`src/rtl/inv_multicast_queue.sv`:
```
// Invalidation FIFO that broadcasts each head entry to NUM_SINKS sinks and retires it once every sink has taken it.
// Optional macro INV_DRAIN_WAIT_EN adds a DRAIN state that also waits for out_outstanding to clear before retiring.
module inv_multicast_queue #(
  parameter int DEPTH     = 4,
  parameter int NUM_SINKS = 2
) (
  input  logic                     clk,
  input  logic                     rst,
  input  logic [29:0]              in_addr,
  input  logic                     in_valid,
  output logic                     in_ready,
  output logic                     in_completed,
  output logic [29:0]              out_addr,
  output logic [NUM_SINKS-1:0]     out_valid,
  input  logic [NUM_SINKS-1:0]     out_ready,
  input  logic [NUM_SINKS-1:0]     out_outstanding,
  output logic [$clog2(DEPTH):0]   count,
  output logic [1:0]               o_dbg_state
);

  localparam int AW = $clog2(DEPTH);
  localparam int PW = AW + 1;

`ifdef INV_DRAIN_WAIT_EN
  typedef enum logic [1:0] {IDLE = 2'd0, BROADCAST = 2'd1, DRAIN = 2'd2} state_t;
`else
  typedef enum logic [1:0] {IDLE = 2'd0, BROADCAST = 2'd1} state_t;
`endif

  // Handshakes: a transfer happens on a cycle where valid and ready are both high;
  // valid never depends on ready, and once raised it holds with stable data until that transfer.
  logic [29:0]          r_mem [DEPTH];
  logic [PW-1:0]        r_wr_ptr;
  logic [PW-1:0]        r_rd_ptr;
  logic [NUM_SINKS-1:0] r_ack;
  logic                 r_completed;
  state_t               r_state;
  state_t               w_next_state;

  logic [PW-1:0]        w_count;
  logic                 w_push;
  logic                 w_pop;
  logic                 w_head_valid;
  logic                 w_all_acked;
  logic                 w_more;
  logic [NUM_SINKS-1:0] w_hs;

  assign w_count      = r_wr_ptr - r_rd_ptr;
  assign count        = w_count;
  assign in_ready     = (w_count != PW'(DEPTH));
  assign w_push       = in_valid & in_ready;
  assign w_head_valid = (w_count != '0);
  assign out_addr     = r_mem[r_rd_ptr[AW-1:0]];
  assign out_valid    = (w_head_valid && (r_state == BROADCAST)) ? ~r_ack : '0;
  assign w_hs         = out_valid & out_ready;
  assign w_all_acked  = &(r_ack | w_hs);
  // Entries left after popping the head, counting a push landing this same cycle.
  assign w_more       = (w_count > PW'(1)) || w_push;
  assign in_completed = r_completed;
  assign o_dbg_state  = r_state;

`ifdef INV_DRAIN_WAIT_EN
  logic [NUM_SINKS-1:0] r_outstanding;

  always_ff @(posedge clk) begin
    if (rst) begin
      r_outstanding <= '0;
    end else begin
      r_outstanding <= out_outstanding;
    end
  end
`else
  logic w_unused_outstanding;
  assign w_unused_outstanding = ^out_outstanding;
`endif

  always_comb begin
    w_next_state = r_state;
    w_pop        = 1'b0;
    unique case (r_state)
      IDLE: begin
        // A push this cycle is visible as head next cycle, so start broadcasting immediately.
        if (w_head_valid || w_push) begin
          w_next_state = BROADCAST;
        end
      end
      BROADCAST: begin
        if (w_head_valid && w_all_acked) begin
`ifdef INV_DRAIN_WAIT_EN
          w_next_state = DRAIN;
`else
          w_pop        = 1'b1;
          w_next_state = w_more ? BROADCAST : IDLE;
`endif
        end else if (!w_head_valid) begin
          w_next_state = IDLE;
        end
      end
`ifdef INV_DRAIN_WAIT_EN
      DRAIN: begin
        if (r_outstanding == '0) begin
          w_pop        = 1'b1;
          w_next_state = w_more ? BROADCAST : IDLE;
        end
      end
`endif
      default: begin
        w_next_state = IDLE;
      end
    endcase
  end

  always_ff @(posedge clk) begin
    if (rst) begin
      r_wr_ptr    <= '0;
      r_rd_ptr    <= '0;
      r_ack       <= '0;
      r_completed <= 1'b0;
      r_state     <= IDLE;
    end else begin
      r_state     <= w_next_state;
      r_completed <= w_pop;
      if (w_push) begin
        r_wr_ptr <= r_wr_ptr + PW'(1);
      end
      if (w_pop) begin
        r_rd_ptr <= r_rd_ptr + PW'(1);
        r_ack    <= '0;
      end else begin
        r_ack    <= r_ack | w_hs;
      end
    end
  end

  always_ff @(posedge clk) begin
    if (w_push) begin
      r_mem[r_wr_ptr[AW-1:0]] <= in_addr;
    end
  end

endmodule
```
`config.mk`:
```
export PLATFORM = sky130hd
export DESIGN_NAME = inv_multicast_queue
export DESIGN_NICKNAME = d
export VERILOG_FILES = /design/src/rtl/inv_multicast_queue.sv
export SDC_FILE = /design/constraint.sdc
export NUM_CORES = 1
export LEC_CHECK = 0
export CORE_ASPECT_RATIO = 0.8
export CORE_UTILIZATION = 45
export CTS_CLUSTER_DIAMETER = 150
export CTS_CLUSTER_SIZE = 10
export DETAILED_ROUTE_END_ITERATION = 7
export GPL_TIMING_DRIVEN = 0
export PLACE_DENSITY_LB_ADDON = 0.12
export SYNTH_ARGS = -nofsm -noshare
export SYNTH_HDL_FRONTEND = slang
export SYNTH_SLANG_ARGS = --single-unit
```
`constraint.sdc`:
```
create_clock -name clk -period 8.3 [get_ports clk]
set_clock_uncertainty 0.05 [all_clocks]
set_input_delay 1.66 -clock clk [delete_from_list [all_inputs] [get_ports clk]]
set_output_delay 1.66 -clock clk [all_outputs]
set_load 0.01 [all_outputs]
```
==> flow_metrics.env <==
export IMPL_status="completed"
export IMPL_dieHeight_um=96.9
export IMPL_cts_repair_resized=0
export IMPL_fp_dieArea_um2=11700
export IMPL_grt_usage_pct=16.2
export IMPL_antenna_found_initial=0
export IMPL_dr_pass1_iters=4
export IMPL_setup_viol=0
export IMPL_hold_class="reg2reg"
export IMPL_powerDensity_nw_per_um2=270
export IMPL_endpoint="out_valid[0]"
export IMPL_drive_gt1_share_pct=23.2
export IMPL_syn_area_per_cell_um2=21.9
export IMPL_r2r_end="r_mem[0][2]"
export IMPL_io_pins=76
export IMPL_cts_tree="yes"
export IMPL_cp_max_fo=8
export IMPL_total_leakage_power_nw=2.23
export IMPL_tns_ns=0
export IMPL_placed_area_um2=6010
export IMPL_layout_common_cells="edfxtp_1 (120), clkdlybuf4s50_1 (72), mux4_2 (30)"
export IMPL_crit_chain="inv_1, ha_1, fa_1, xnor3_2, inv_4, o21ai_1, nor2_1, clkdlybuf4s50_1"
export IMPL_die_w_um=121
export IMPL_crit_start="r_wr_ptr[0]"
export IMPL_min_period_over_period_pct=53.3
export IMPL_core_um2=10900
export IMPL_htree_levels=4
export IMPL_fillers=814
export IMPL_rsz0062_at_grt="false"
export IMPL_final_area_um2=6680
export IMPL_initial_core_util_pct=46.3
export IMPL_grt_pass1_vias=2531
export IMPL_final_common_cell="edfxtp_1"
export IMPL_arrival_ns=2.71
export IMPL_irDropWorstVdd_mv=0.130
export IMPL_min_period_ns=4.42
export IMPL_yosys_register_bits=132
export IMPL_ant_nets=0
export IMPL_clock_sinks=132
export IMPL_crit_path_end_kind="output port"
export IMPL_first_iter_violations=129
export IMPL_clk_latency_ns=0.40
export IMPL_cts_buffers=17
export IMPL_drc=0
export IMPL_cts_clk_slew_worst_paths_ns=0.06
export IMPL_rows=34
export IMPL_synth_fp_nets=275
export IMPL_synth_area_um2=5070
export IMPL_grt_pass1_wl_um=13600
export IMPL_vias=2406
export IMPL_finalPower_w=0.00180
export IMPL_wire_per_inst_um=17.9
export IMPL_antenna_cells=0
export IMPL_synthCells=231
export IMPL_multiInputGateArea_um2=1160
export IMPL_slowest_stage="clkdlybuf4s50_1"
export IMPL_area_growth_pct=31.8
export IMPL_dp_hpwl_um=5220
export IMPL_grt_start_max_net_pins=31
export IMPL_regArea_um2=3840
export IMPL_maxSlewViolCount=0
export IMPL_worst_pin_slew_ns=0.861
export IMPL_crit_type="reg2out"
export IMPL_ff2ff_setup_slack_ns=5.33
export IMPL_drt_total_wl_um=8570
export IMPL_fmax_mhz=226
export IMPL_cts_max_path_buffers=2
export IMPL_reg2reg_depth=6
export IMPL_fin_nets=367
export IMPL_portBuffers=72
export IMPL_yosys_warnings=0
export IMPL_drv_cap=0
export IMPL_critPathLaunchType="flip-flop"
export IMPL_r2r_start="r_wr_ptr[0]"
export IMPL_place_congestion=0.705
export IMPL_grt_ovfl_total=0
export IMPL_synth_cell_types=35
export IMPL_slew_headroom_pct=42.6
export IMPL_avgViaCountPerCell=5.01
export IMPL_whs_ns=0.452
export IMPL_slowest_delay_ns=0.55
export IMPL_postCtsHoldBufs=0
export IMPL_required_ns=6.59
export IMPL_finalHoldViolCount=0
export IMPL_ctsRootBufferMaster="clkbuf_16"
export IMPL_cts_setup_buffers=0
export IMPL_ys_seq_area_share_pct=75.9
[stage by stage]
stage	worst slack (ns)	util (%)	std cells
global route	3.69	61.1	480
CTS	3.83	61.1	480
global placement	4.01	54.6	447
detailed placement	4.26	54.9	448
floorplan	4.89	-	231
finish	3.88	61.1	480
[cell usage after synthesis]
cell | n | area, um^2
o311ai_1 | 1 | 8.76
o21ai_1 | 1 | 5.00
nand2_1 | 4 | 15.0
buf_2 | 3 | 15.0
mux4_2 | 30 | 676
nor3b_1 | 1 | 7.51
a31oi_1 | 1 | 6.26
nor2_1 | 6 | 22.5
dlygate4sd1_1 | 1 | 8.76
a21oi_2 | 1 | 8.76
nor2b_1 | 3 | 18.8
conb_1 | 1 | 3.75
dfxtp_1 | 12 | 240
o221a_2 | 1 | 11.3
ha_1 | 6 | 75.1
a21oi_4 | 1 | 16.3
inv_1 | 7 | 26.3
buf_4 | 1 | 7.51
o221ai_1 | 1 | 8.76
nand2b_1 | 4 | 25.0
o211ai_1 | 3 | 22.5
fa_1 | 1 | 20.0
a211o_1 | 1 | 8.76
a21boi_4 | 1 | 18.8
mux2i_1 | 2 | 20.0
and2_1 | 3 | 18.8
xnor3_2 | 1 | 23.8
a211oi_2 | 2 | 25.0
edfxtp_1 | 120 | 3600
clkbuf_1 | 3 | 11.3
o22ai_1 | 1 | 6.26
and2_2 | 1 | 7.51
inv_4 | 1 | 6.26
mux2_4 | 4 | 60.1
and2b_1 | 1 | 7.51
[registers in the layout, indices dropped and copies added, names as in the netlist, named ones only]
signal,cells
r_rd_ptr,3
r_mem,120
r_wr_ptr,3
in_completed,1
r_ack,2
o_dbg_state,1
[layer usage]
layer  vias up  GRT usage (%)  part of all wire, %
met2        69           24.4                   47
met3         5           5.96                  5.3
met4         0           5.70                 0.81
met5         -              0                    0
li1       1133              -                    -
met1      1199           21.8                   47
[final cells by class]
cell class	count	area share, %
flip-flops and latches	132	57.6
plain buffers	8	0.637
repair buffers	73	11.2
inverters	8	0.487
multi-input cells	83	17.4
clock inverters	12	3.49
well taps	144	2.70
clock buffers	20	6.54
[logic make-up (layout without fill, tap and decap cells)]
kind of cell | after synthesis | count (layout) | share of synthesized area [%]
xor gates and xnor gates | 1 | 1 | 0.469
AOI/OAI and AO/OA | 15 | 15 | 2.89
DFF | 132 | 132 | 75.9
other | 1 | 1 | 0.0740
buffers and inverters | 16 | 121 | 1.48
muxes | 36 | 36 | 14.9
adders and majority gates | 7 | 7 | 1.88
and+or+nand+nor | 23 | 23 | 2.42
[worst min-delay path by stage]
stage	startpoint	endpoint	slack, ns	depth (start not counted)
finish	r_ack[1]	r_ack[1]	0.45	2
global route	r_ack[1]	r_ack[1]	0.48	2
CTS	r_ack[1]	r_ack[1]	0.46	2
detailed placement	r_ack[1]	r_ack[1]	0.45	2
global placement	r_ack[1]	r_ack[1]	0.44	2
floorplan	r_ack[0]	r_ack[0]	0.42	2
[critical path: cells and delay by family (launching register included)]
| kind | cells | cell delay, ns |
|---|---|---|
| AO/OA/AOI/OAI | 1 | 0.10 |
| adder cells (fa/ha/maj) | 2 | 0.60 |
| flip-flops | 1 | 0.39 |
| XOR/XNOR | 1 | 0.31 |
| AND/OR/NAND/NOR | 1 | 0.09 |
| buffers and inverters | 3 | 0.81 |
[report_power, final]
group | switching [W] | internal [W]
sequential | 0.0000111 | 0.000769
clock | 0.000254 | 0.000590
combinational | 0.0000819 | 0.0000932
total | 0.000347 | 0.00145
(Power assumes the default switching activity.)
